### config.mk
export PLATFORM = sky130hd
export DESIGN_NAME = iwrr_weight_tracker_flat
export DESIGN_NICKNAME = d
export VERILOG_FILES = /design/src/rtl/iwrr_pkg.sv /design/src/rtl/iwrr_weight_tracker_if.sv /design/src/rtl/iwrr_weight_cnt.sv /design/src/rtl/iwrr_weight_tracker.sv /design/src/flat_wrapper.sv
export SDC_FILE = /design/constraint.sdc
export NUM_CORES = 1
export LEC_CHECK = 0
export ABC_AREA = 1
export BUFFER_PORTS_ARGS = -buffer_cell sky130_fd_sc_hd__buf_2
export CAP_MARGIN = 40
export CORE_MARGIN = 5
export CORE_UTILIZATION = 55
export CTS_CLUSTER_DIAMETER = 100
export CTS_CLUSTER_SIZE = 28
export DETAILED_ROUTE_END_ITERATION = 8
export HOLD_SLACK_MARGIN = 0.12
export PLACE_DENSITY = 0.78
export SKIP_LAST_GASP = 1
export SYNTH_ARGS = -nofsm -noshare
export SYNTH_HDL_FRONTEND = slang
export SYNTH_HIERARCHICAL = 1
export SYNTH_SLANG_ARGS = --single-unit
### constraint.sdc
create_clock -name clk -period 7.9 [get_ports clk]
set_input_delay 0 -clock clk [delete_from_list [all_inputs] [get_ports clk]]
set_output_delay 0 -clock clk [all_outputs]
set_load 0.02 [all_outputs]
### src/rtl/iwrr_pkg.sv
// Package shared by the IWRR weight tracker slice.
// Holds the tracker FSM state encoding and the two arithmetic helpers used by
// both the per-requester counter and the round-end detection in the top:
//   eff_weight_of : weight 0 is treated as 1 so no requester is ever starved
//   sat_inc       : counter increment that stops at the effective weight
package iwrr_pkg;

  typedef enum logic {
    S_IDLE  = 1'b0,  // every counter is zero, no round in progress
    S_ROUND = 1'b1   // at least one grant accepted this round
  } state_t;

  function automatic int unsigned eff_weight_of(input int unsigned weight);
    return (weight == 0) ? 1 : weight;
  endfunction

  // The effective weight never exceeds 2^W-1, so stopping at it also keeps
  // the counter from wrapping.
  function automatic int unsigned sat_inc(input int unsigned cnt,
                                          input int unsigned eff_weight);
    return (cnt >= eff_weight) ? cnt : cnt + 1;
  endfunction

endpackage

### src/rtl/iwrr_weight_tracker_if.sv
// Bus between the combinational priority granter side and the weight tracker.
//   request                  : raw request vector
//   weight                   : weight i at [i*W +: W]
//   grant                    : one-hot grant from the granter
//   grant_accept             : grant consumed downstream this cycle
//   request_weight_completed : requester i has used its weight this round
//   round_done               : registered 1-cycle pulse on round end
// master drives request/weight/grant/grant_accept; slave is the tracker.
interface iwrr_weight_tracker_if #(
  parameter int unsigned P_REQUESTER_NUM = 3,
  parameter int unsigned P_WEIGHT_W      = 4
);

  logic [P_REQUESTER_NUM-1:0]            request;
  logic [P_REQUESTER_NUM*P_WEIGHT_W-1:0] weight;
  logic [P_REQUESTER_NUM-1:0]            grant;
  logic                                  grant_accept;
  logic [P_REQUESTER_NUM-1:0]            request_weight_completed;
  logic                                  round_done;

  modport master (
    output request, weight, grant, grant_accept,
    input  request_weight_completed, round_done
  );

  modport slave (
    input  request, weight, grant, grant_accept,
    output request_weight_completed, round_done
  );

endinterface

### src/rtl/iwrr_weight_cnt.sv
// Grant counter for one requester.
//   clk, rst_n  : clock, async active-low reset
//   inc         : an accepted grant targets this requester
//   clr         : round end / abandon, wins over inc
//   eff_weight  : effective (never zero) weight for this requester
//   cnt         : grants consumed this round, stops at eff_weight
//   completed   : cnt has reached eff_weight
module iwrr_weight_cnt
  import iwrr_pkg::*;
#(
  parameter int unsigned P_WEIGHT_W = 4
) (
  input  logic                  clk,
  input  logic                  rst_n,
  input  logic                  inc,
  input  logic                  clr,
  input  logic [P_WEIGHT_W-1:0] eff_weight,
  output logic [P_WEIGHT_W-1:0] cnt,
  output logic                  completed
);

  // NOTE: state registers use non-blocking assignments so every flop samples
  // pre-edge values regardless of process evaluation order.
  always_ff @(posedge clk or negedge rst_n) begin
    if (!rst_n) begin
      cnt <= '0;
    end else if (clr) begin
      cnt <= '0;
    end else if (inc) begin
      // A completed requester granted alone holds at its weight.
      cnt <= P_WEIGHT_W'(sat_inc(32'(cnt), 32'(eff_weight)));
    end
  end

  assign completed = (cnt >= eff_weight);

endmodule

### src/rtl/iwrr_weight_tracker.sv
// Sequential credit stage of the IWRR arbiter.
// Counts accepted grants per requester against programmable weights, feeds
// request_weight_completed back to the granter with zero latency, and clears
// all counters when every still-requesting requester has used its weight.
//   clk, rst_n : clock, async active-low reset
//   bus        : iwrr_weight_tracker_if slave (request, weight, grant,
//                grant_accept in; request_weight_completed, round_done out)
// Optional feature macro IWRR_WEIGHT_LATCH_EN: when defined, weights are
// snapshotted on the first accepted grant of a round and held for that
// round; when undefined, the live weights are used every cycle.
module iwrr_weight_tracker
  import iwrr_pkg::*;
#(
  parameter int unsigned P_REQUESTER_NUM = 3,
  parameter int unsigned P_WEIGHT_W      = 4
) (
  input logic                  clk,
  input logic                  rst_n,
  iwrr_weight_tracker_if.slave bus
);

  localparam int unsigned N = P_REQUESTER_NUM;
  localparam int unsigned W = P_WEIGHT_W;

  state_t              state, state_next;
  logic                acc, end_cond, clr, round_done_q;
  logic [N*W-1:0]      weight_src;
  logic [N-1:0][W-1:0] eff_weight, cnt, cnt_inc;
  logic [N-1:0]        covered, inc, completed;

  // A multi-hot grant is illegal; counting nothing keeps the counters sane.
  assign acc = bus.grant_accept & $onehot(bus.grant);

`ifdef IWRR_WEIGHT_LATCH_EN
  logic [N*W-1:0] wlat;

  // NOTE: every flop, including data-only ones like this snapshot, gets a
  // reset value so nothing is X after reset.
  always_ff @(posedge clk or negedge rst_n) begin
    if (!rst_n) begin
      wlat <= '0;
    end else if (state == S_IDLE && acc) begin
      wlat <= bus.weight;
    end
  end

  assign weight_src = (state == S_ROUND) ? wlat : bus.weight;
`else
  assign weight_src = bus.weight;
`endif

  // Post-increment view of each counter, used to see whether this very
  // accept closes the round.
  always_comb begin
    for (int i = 0; i < N; i++) begin
      eff_weight[i] = W'(eff_weight_of(32'(weight_src[i*W +: W])));
      cnt_inc[i]    = bus.grant[i] ? W'(sat_inc(32'(cnt[i]), 32'(eff_weight[i])))
                                   : cnt[i];
      covered[i]    = ~bus.request[i] | (cnt_inc[i] >= eff_weight[i]);
    end
  end

  assign end_cond = acc & (&covered);
  assign inc      = {N{acc}} & bus.grant;

  for (genvar g = 0; g < N; g++) begin : g_cnt
    iwrr_weight_cnt #(
      .P_WEIGHT_W (W)
    ) u_cnt (
      .clk        (clk),
      .rst_n      (rst_n),
      .inc        (inc[g]),
      .clr        (clr),
      .eff_weight (eff_weight[g]),
      .cnt        (cnt[g]),
      .completed  (completed[g])
    );
  end

  always_ff @(posedge clk or negedge rst_n) begin
    if (!rst_n) begin
      state        <= S_IDLE;
      round_done_q <= 1'b0;
    end else begin
      state        <= state_next;
      round_done_q <= end_cond;
    end
  end

  // NOTE: defaults first so every path assigns every output and no latch
  // is inferred.
  always_comb begin
    state_next = state;
    clr        = 1'b0;
    case (state)
      S_IDLE: begin
        // A round finishing on its very first accept stays idle.
        if (end_cond) begin
          clr = 1'b1;
        end else if (acc) begin
          state_next = S_ROUND;
        end
      end
      S_ROUND: begin
        // With nobody requesting the round is abandoned without a pulse.
        if (end_cond || bus.request == '0) begin
          clr        = 1'b1;
          state_next = S_IDLE;
        end
      end
      default: state_next = S_IDLE;
    endcase
  end

  assign bus.request_weight_completed = completed;
  assign bus.round_done               = round_done_q;

  a_grant_onehot : assert property (@(posedge clk) disable iff (!rst_n)
    bus.grant_accept |-> $onehot(bus.grant));

endmodule

### src/flat_wrapper.sv
// flat-port wrapper written by rule: the top's interface ports become plain ports
module iwrr_weight_tracker_flat import iwrr_pkg::*;
#(
  parameter int unsigned P_REQUESTER_NUM = 3,
  parameter int unsigned P_WEIGHT_W      = 4
)
  (clk, rst_n, bus_request, bus_weight, bus_grant, bus_grant_accept, bus_request_weight_completed, bus_round_done);
  iwrr_weight_tracker_if #(.P_REQUESTER_NUM(P_REQUESTER_NUM), .P_WEIGHT_W(P_WEIGHT_W)) bus_i ();
  input logic clk;
  input logic rst_n;
  input wire logic [$bits(bus_i.request)-1:0] bus_request;
  input wire logic [$bits(bus_i.weight)-1:0] bus_weight;
  input wire logic [$bits(bus_i.grant)-1:0] bus_grant;
  input wire logic [$bits(bus_i.grant_accept)-1:0] bus_grant_accept;
  output wire logic [$bits(bus_i.request_weight_completed)-1:0] bus_request_weight_completed;
  output wire logic [$bits(bus_i.round_done)-1:0] bus_round_done;
  assign bus_i.request = bus_request;
  assign bus_i.weight = bus_weight;
  assign bus_i.grant = bus_grant;
  assign bus_i.grant_accept = bus_grant_accept;
  assign bus_request_weight_completed = bus_i.request_weight_completed;
  assign bus_round_done = bus_i.round_done;
  iwrr_weight_tracker #(.P_REQUESTER_NUM(P_REQUESTER_NUM), .P_WEIGHT_W(P_WEIGHT_W)) u_core (.clk(clk), .rst_n(rst_n), .bus(bus_i));
endmodule
After elaboration in Yosys (flattened, before gate mapping) --
Index checks and enable logic that the tools add are counted.
Operators by class: add/sub/neg operators 5, $lt $le $gt $ge 9, eq/ne operators 1, muxes and demuxes 22, bitwise gates (word level) 10, reductions and logical operators 9
Operators by type and width (number):
- $mux 4 | 15
- $ge 4x4->1 | 9
- $add 4x1->4 const B | 3
- $logic_not 4->1 | 3
- $reduce_bool 2->1 | 3
- $mux 1 | 5
- $not 1->1 | 4
- $pmux 1 s2 | 2
- $and 3x3->3 | 1
- $logic_not 3->1 | 1
- $or 1x1->1 | 3
- $reduce_and 3->1 | 1
- $add 1x1->2 | 1
- $add 2x1->2 | 1
- $and 1x1->1 | 2
- $eq 2x1->1 const B | 1
- $logic_or 1x1->1 | 1
Word-level totals: register bits after elaboration 14, input bits 21, output and inout bits 4

Longest topological paths before layout --
depth in word-level cells 13, depth in mapped cells 23, depth with buffers taken out 23

Hierarchy --
The synthesis kept the hierarchy.
Modules (own cells, without submodules):
- iwrr_weight_tracker | instances 1, cells each 178, area each 1107.3 sq um, sequential area each 50.0 sq um
- iwrr_weight_cnt | instances 3, cells each 51, area each 364.1 sq um, sequential area each 100.1 sq um

Least setup slack after synthesis --
Ideal clock, no wire load.
kind reg2reg, from register u_core.g_cnt[1].u_cnt.cnt[0], to register u_core.g_cnt[0].u_cnt.cnt[3], library setup time 118 ps, arrival time 2725 ps, setup slack 5057 ps, cell stages (with the launch flop) 18, buffers on the path 0, clock period less this slack 2843 ps, cell sequence dfrtp_1 > inv_1 > ha_1 > o21ai_1 > nand2_1 > nand3_1 > nand3_2 > o21ai_1 > nand2_1 > ha_1 > nand2_1 > o21bai_1 > nand4_1 > nand3_1 > nand2_1 > or2_1 > nand3_1 > nand2_1
Between the ends: word-level cells in the longest chain between the ends 11, elaborated cells between the ends (all ways) 14
RTL lines:
- start: declaration | line iwrr_weight_cnt.sv:18 | output logic [P_WEIGHT_W-1:0] cnt,
- start signal: assignment | line iwrr_weight_cnt.sv:31 | cnt <= P_WEIGHT_W'(sat_inc(32'(cnt), 32'(eff_weight)));
- $add 4x1->4 / $ge 4x4->1 (equally long branches) | line iwrr_pkg.sv:21 | return (cnt >= eff_weight) ? cnt : cnt + 1;
- $mux 4 | line iwrr_pkg.sv:21
- $mux 4 (*) | line iwrr_weight_tracker.sv:57 | cnt_inc[i] = bus.grant[i] ? W'(sat_inc(32'(cnt[i]), 32'(eff_weight[i])))
- $ge 4x4->1 (*) | line iwrr_weight_tracker.sv:59 | covered[i] = ~bus.request[i] | (cnt_inc[i] >= eff_weight[i]);
- $or 1x1->1 (*) | line iwrr_weight_tracker.sv:59
- $reduce_and 3->1 (*) | line iwrr_weight_tracker.sv:63 | assign end_cond = acc & (&covered);
- $and 1x1->1 (*) | line iwrr_weight_tracker.sv:63
- $logic_or 1x1->1 | line iwrr_weight_tracker.sv:106 | if (end_cond || bus.request == '0) begin
- $mux 1 | line iwrr_weight_tracker.sv:106
- $pmux 1 s2 (*) | line iwrr_weight_tracker.sv:95 | case (state)
- named net u_core.clr | line iwrr_weight_tracker.sv:26 | logic acc, end_cond, clr, round_done_q;
- $mux 4 / $reduce_bool 2->1 (equally long branches)
- end signal: assignment | line iwrr_weight_cnt.sv:31
- end: declaration | line iwrr_weight_cnt.sv:18
Mark *: on every way through the listed nets, which the timed path passes. The rest lies on a longest branch. A chain may end at the register's enable or synchronous reset.

Worst setup path after layout --
from register u_core.g_cnt[0].u_cnt.cnt[0], to register u_core.g_cnt[0].u_cnt.cnt[0]
Between the ends: word-level cells in the longest chain between the ends 11, elaborated cells between the ends (all ways) 15
RTL lines (line):
- $add 4x1->4 / $ge 4x4->1 (equally long branches) | iwrr_pkg.sv:21
- $mux 4 | iwrr_pkg.sv:21
- $mux 4 (*) | iwrr_weight_tracker.sv:57
- $ge 4x4->1 (*) | iwrr_weight_tracker.sv:59
- $or 1x1->1 (*) | iwrr_weight_tracker.sv:59
- $reduce_and 3->1 (*) | iwrr_weight_tracker.sv:63
- $and 1x1->1 (*) | iwrr_weight_tracker.sv:63
- $logic_or 1x1->1 | iwrr_weight_tracker.sv:106
- $mux 1 | iwrr_weight_tracker.sv:106
- $pmux 1 s2 (*) | iwrr_weight_tracker.sv:95
- named net u_core.clr | iwrr_weight_tracker.sv:26
- $mux 4 / $reduce_bool 2->1 (equally long branches)
Mark *: on every way through the listed nets, which the timed path passes. The rest lies on a longest branch. The select of a mux whose other input is x is not followed.

==> impl_metrics.ini <==
[layout]
multi_input_area_sq_mm = 0.001541
antennaDiodeCount = 0
nFillCells = 398
ff_latch_area_sq_um = 350.3
instances_no_fill = 400
areaGrowthSynthToFinish_pct = 9.101
fin_nets = 416
layout-drive-gt1-share = 0.1629

[critical_path]
path_common_cell = nand2_1
worst-endpoint-required_ns = 8.07
cp_num_cells = 21
cp_top_family = simple AND/OR/NAND/NOR gates
worstPathCellList = inv_1, ha_1, o21ai_0, a21boi_0, o21ai_2, nand2_1, nand2_1, nand2_1, ha_1, inv_1, nand2_1, nand2_1, nand2_1, nand2_1, a21oi_1, nand3_1, nand2_1, inv_1, nand2_2, nand3_1, nand2_1
r2r_cells = 21
worstPathArrival_ns = 3.53
slowest_delay_ns = 0.52
worstPathMaxFanout = 19
critPathSlowestCell = dfrtp_1
cp_num_buf_inv = 3
critical_path_class = reg -> reg
critPathLaunchType = flop
worstSetupEndpointType = flop

[placement]
numPortBuffers = 24
placed_cells = 396
dp_hpwl_microns = 3906
gp_congestion = 0.8786

[clock_network]
cts_root_buffer = clkbuf_8
h-tree-depth = 1
cts_sinks = 14
cts_max_path_buffers = 2
clock_latency_ns = 0.24
clkTransAtPathRegs_ns = 0.05
cts_tree = done
cts_buffers = 3

[timing]
fmax_mhz = 297.4
clock_skew_ns = 0.002287
fin_crit_ns = 3.362
drv_slew = 0
worstMarginPinSlew_ns = 0.5680
hold_violations = 0
finalSetupViolCount = 0
fin_crit_sh = 0.4256
rsz0062_at_grt = false
tns_ns = 0
maxSlewHeadroom = 0.6204

[pwr]
cellPowerDensity_mw_per_mm2 = 294.4
p_leak_nw = 1.454
max-vdd-ir-drop_v = 0.0001363

[run_status]
status = finished clean

[grt]
grt-ovfl-total = 0
grt_start_max_net_pins = 20
grtUsageTotal = 0.1870
grt_first_pass_wirelength_microns = 8176
antenna_found_initial = 0
grt_pass1_vias = 1948

[route]
drtPass1Iterations = 4
ant_nets = 0
viasPerCell = 5.130
wl_microns = 4684
avgRoutedWirePerCell_microns = 11.71
vias = 2052
first_iter_violations = 100
drc = 0

[run]
drv_cap = 0

[synth]
synthTopCellsByArea = ha_1, dfrtp_1, inv_1
ys_seq_area_frac = 0.1593
synth_ff_type = dfrtp_1
synth_edf_count = 0
synth.most_common_cell = inv_1
syn_nets = 395
netlist_instances = 331
ys_async_sr_fraction = 1.000
ys_types = 28
syn-cell-area_sq_mm = 0.002200
yosysWarnings = 6
synth_area_per_cell_sq_um = 6.645
synth_common_cells = inv_1, nand2_1, ha_1, nand3_1, nor2_1
synth.largest_area_cell = ha_1
synth.top_cell.area_share = 0.2389
synth-seq-cells = 14

[die]
dieArea_sq_mm = 0.005364
io_pins = 25
initial_core_util = 0.5579
die_w_microns = 73.24
fp.dieH_microns = 73.24
core_sq_mm = 0.003943
rows = 23

[hold_path]
hold_depth = 5
hold_path_class = in -> reg
per-layer routing:
| metal | GRT usage | up-vias | routed length (microns) | share of wire |
|---|---|---|---|---|
| met3 | 0.02617 | 2 | 200 | 0.043 |
| met1 | 0.2323 | 919 | 2073 | 0.44 |
| met4 | 0.03484 | 0 | 22 | 0.0047 |
| li1 | - | 1096 | - | - |
| met5 | 0 | - | 0 | 0 |
| met2 | 0.3416 | 35 | 2388 | 0.51 |
repair_timing:
action / in CTS / in global routing
resized for setup: 0 / 0
endpoints found under the hold margin: 14 / 0
setup buffers: 0 / 0
endpoints found under the setup margin: 0 / 0
hold buffers: 1 / 0
area by class of cell:
class,instances,share of cell area
timing repair buffer,25,0.05422
tap,50,0.02607
inverter,73,0.1142
clock buffer,3,0.01721
multi-input combinational,235,0.6423
sequential,14,0.1460
power breakdown:
group | switching [W] | total [W] | internal, W
sequential | 0.0000700 | 0.000170 | 0.0000999
clock | 0.0000218 | 0.0000554 | 0.0000336
combinational | 0.000283 | 0.000481 | 0.000198
total | 0.000375 | 0.000707 | 0.000332
path summary, 6_finish.rpt:
check / from / end / slack (ns)
worst max-delay path: u_core/g_cnt[0].u_cnt/cnt[0]$_DFFE_PN0P_ / u_core/g_cnt[0].u_cnt/cnt[0]$_DFFE_PN0P_ / 4.54
worst min-delay path: bus_grant_accept / u_core/state$_DFF_PN0_ / 0.13
worst max register to register: u_core/g_cnt[0].u_cnt/cnt[0]$_DFFE_PN0P_ / u_core/g_cnt[0].u_cnt/cnt[0]$_DFFE_PN0P_ / 4.54
worst min register to register: u_core/state$_DFF_PN0_ / u_core/state$_DFF_PN0_ / 0.53
max in group asynchronous: rst_n / u_core/g_cnt[0].u_cnt/cnt[3]$_DFFE_PN0P_ / 7.48
min in group asynchronous: rst_n / u_core/g_cnt[2].u_cnt/cnt[2]$_DFFE_PN0P_ / 0.18
tightest hold or removal path: stages:
cell,delay [ns]
buf_2,0.10
nand2_1,0.05
nor2_1,0.04
nor2_1,0.08
nor2_1,0.05
per-stage QoR:
stage               hold WS [ns]  instance area [sq um]    util  total power [W]  setup slack, ns
floorplan                -0.2956                   2200       -        0.0005368            5.057
global placement        -0.09100                   2349  0.5957        0.0006302            4.655
detailed placement      -0.09005                   2349  0.5957        0.0006492            4.588
CTS                       0.1222                   2400  0.6087        0.0007089            4.569
global route              0.1534                   2400  0.6087        0.0007996            4.286
finish                    0.1272                   2400  0.6087        0.0007066            4.538
registers in the layout, summed over array words and instances, names as in the netlist:
register / count
u_core/state: 1
u_core/g_cnt.u_cnt/cnt: 12
u_core/bus.round_done: 1
cells in the final DEF (no fill, tap or decap), types with 2 or more instances in the layout:
| master | n |
|---|---|
| a31o_2 | 3 |
| o21ai_1 | 2 |
| o21bai_1 | 2 |
| a21oi_1 | 10 |
| nand4_1 | 11 |
| xor2_1 | 3 |
| nand2_2 | 9 |
| nand3b_1 | 2 |
| xnor2_1 | 4 |
| nor2_1 | 22 |
| inv_2 | 6 |
| inv_1 | 67 |
| clkbuf_8 | 3 |
| ha_1 | 42 |
| a21oi_2 | 3 |
| buf_2 | 24 |
| dfrtp_1 | 14 |
| o21ai_0 | 5 |
| or2_1 | 3 |
| nand3_1 | 39 |
| nand2_1 | 63 |
| nand3_2 | 5 |
logic make-up (layout without fill, tap and decap cells):
family / after synthesis / after routing / synth area share
adders and majority gates: 43 / 43 / 0.2480
and+or+nand+nor: 157 / 157 / 0.3390
xor gates and xnor gates: 7 / 7 / 0.02787
buffers and inverters: 82 / 101 / 0.1399
AOI/OAI and AO/OA: 28 / 28 / 0.08590
DFF: 14 / 14 / 0.1593
Note: power is estimated with default switching activity, not from simulation.
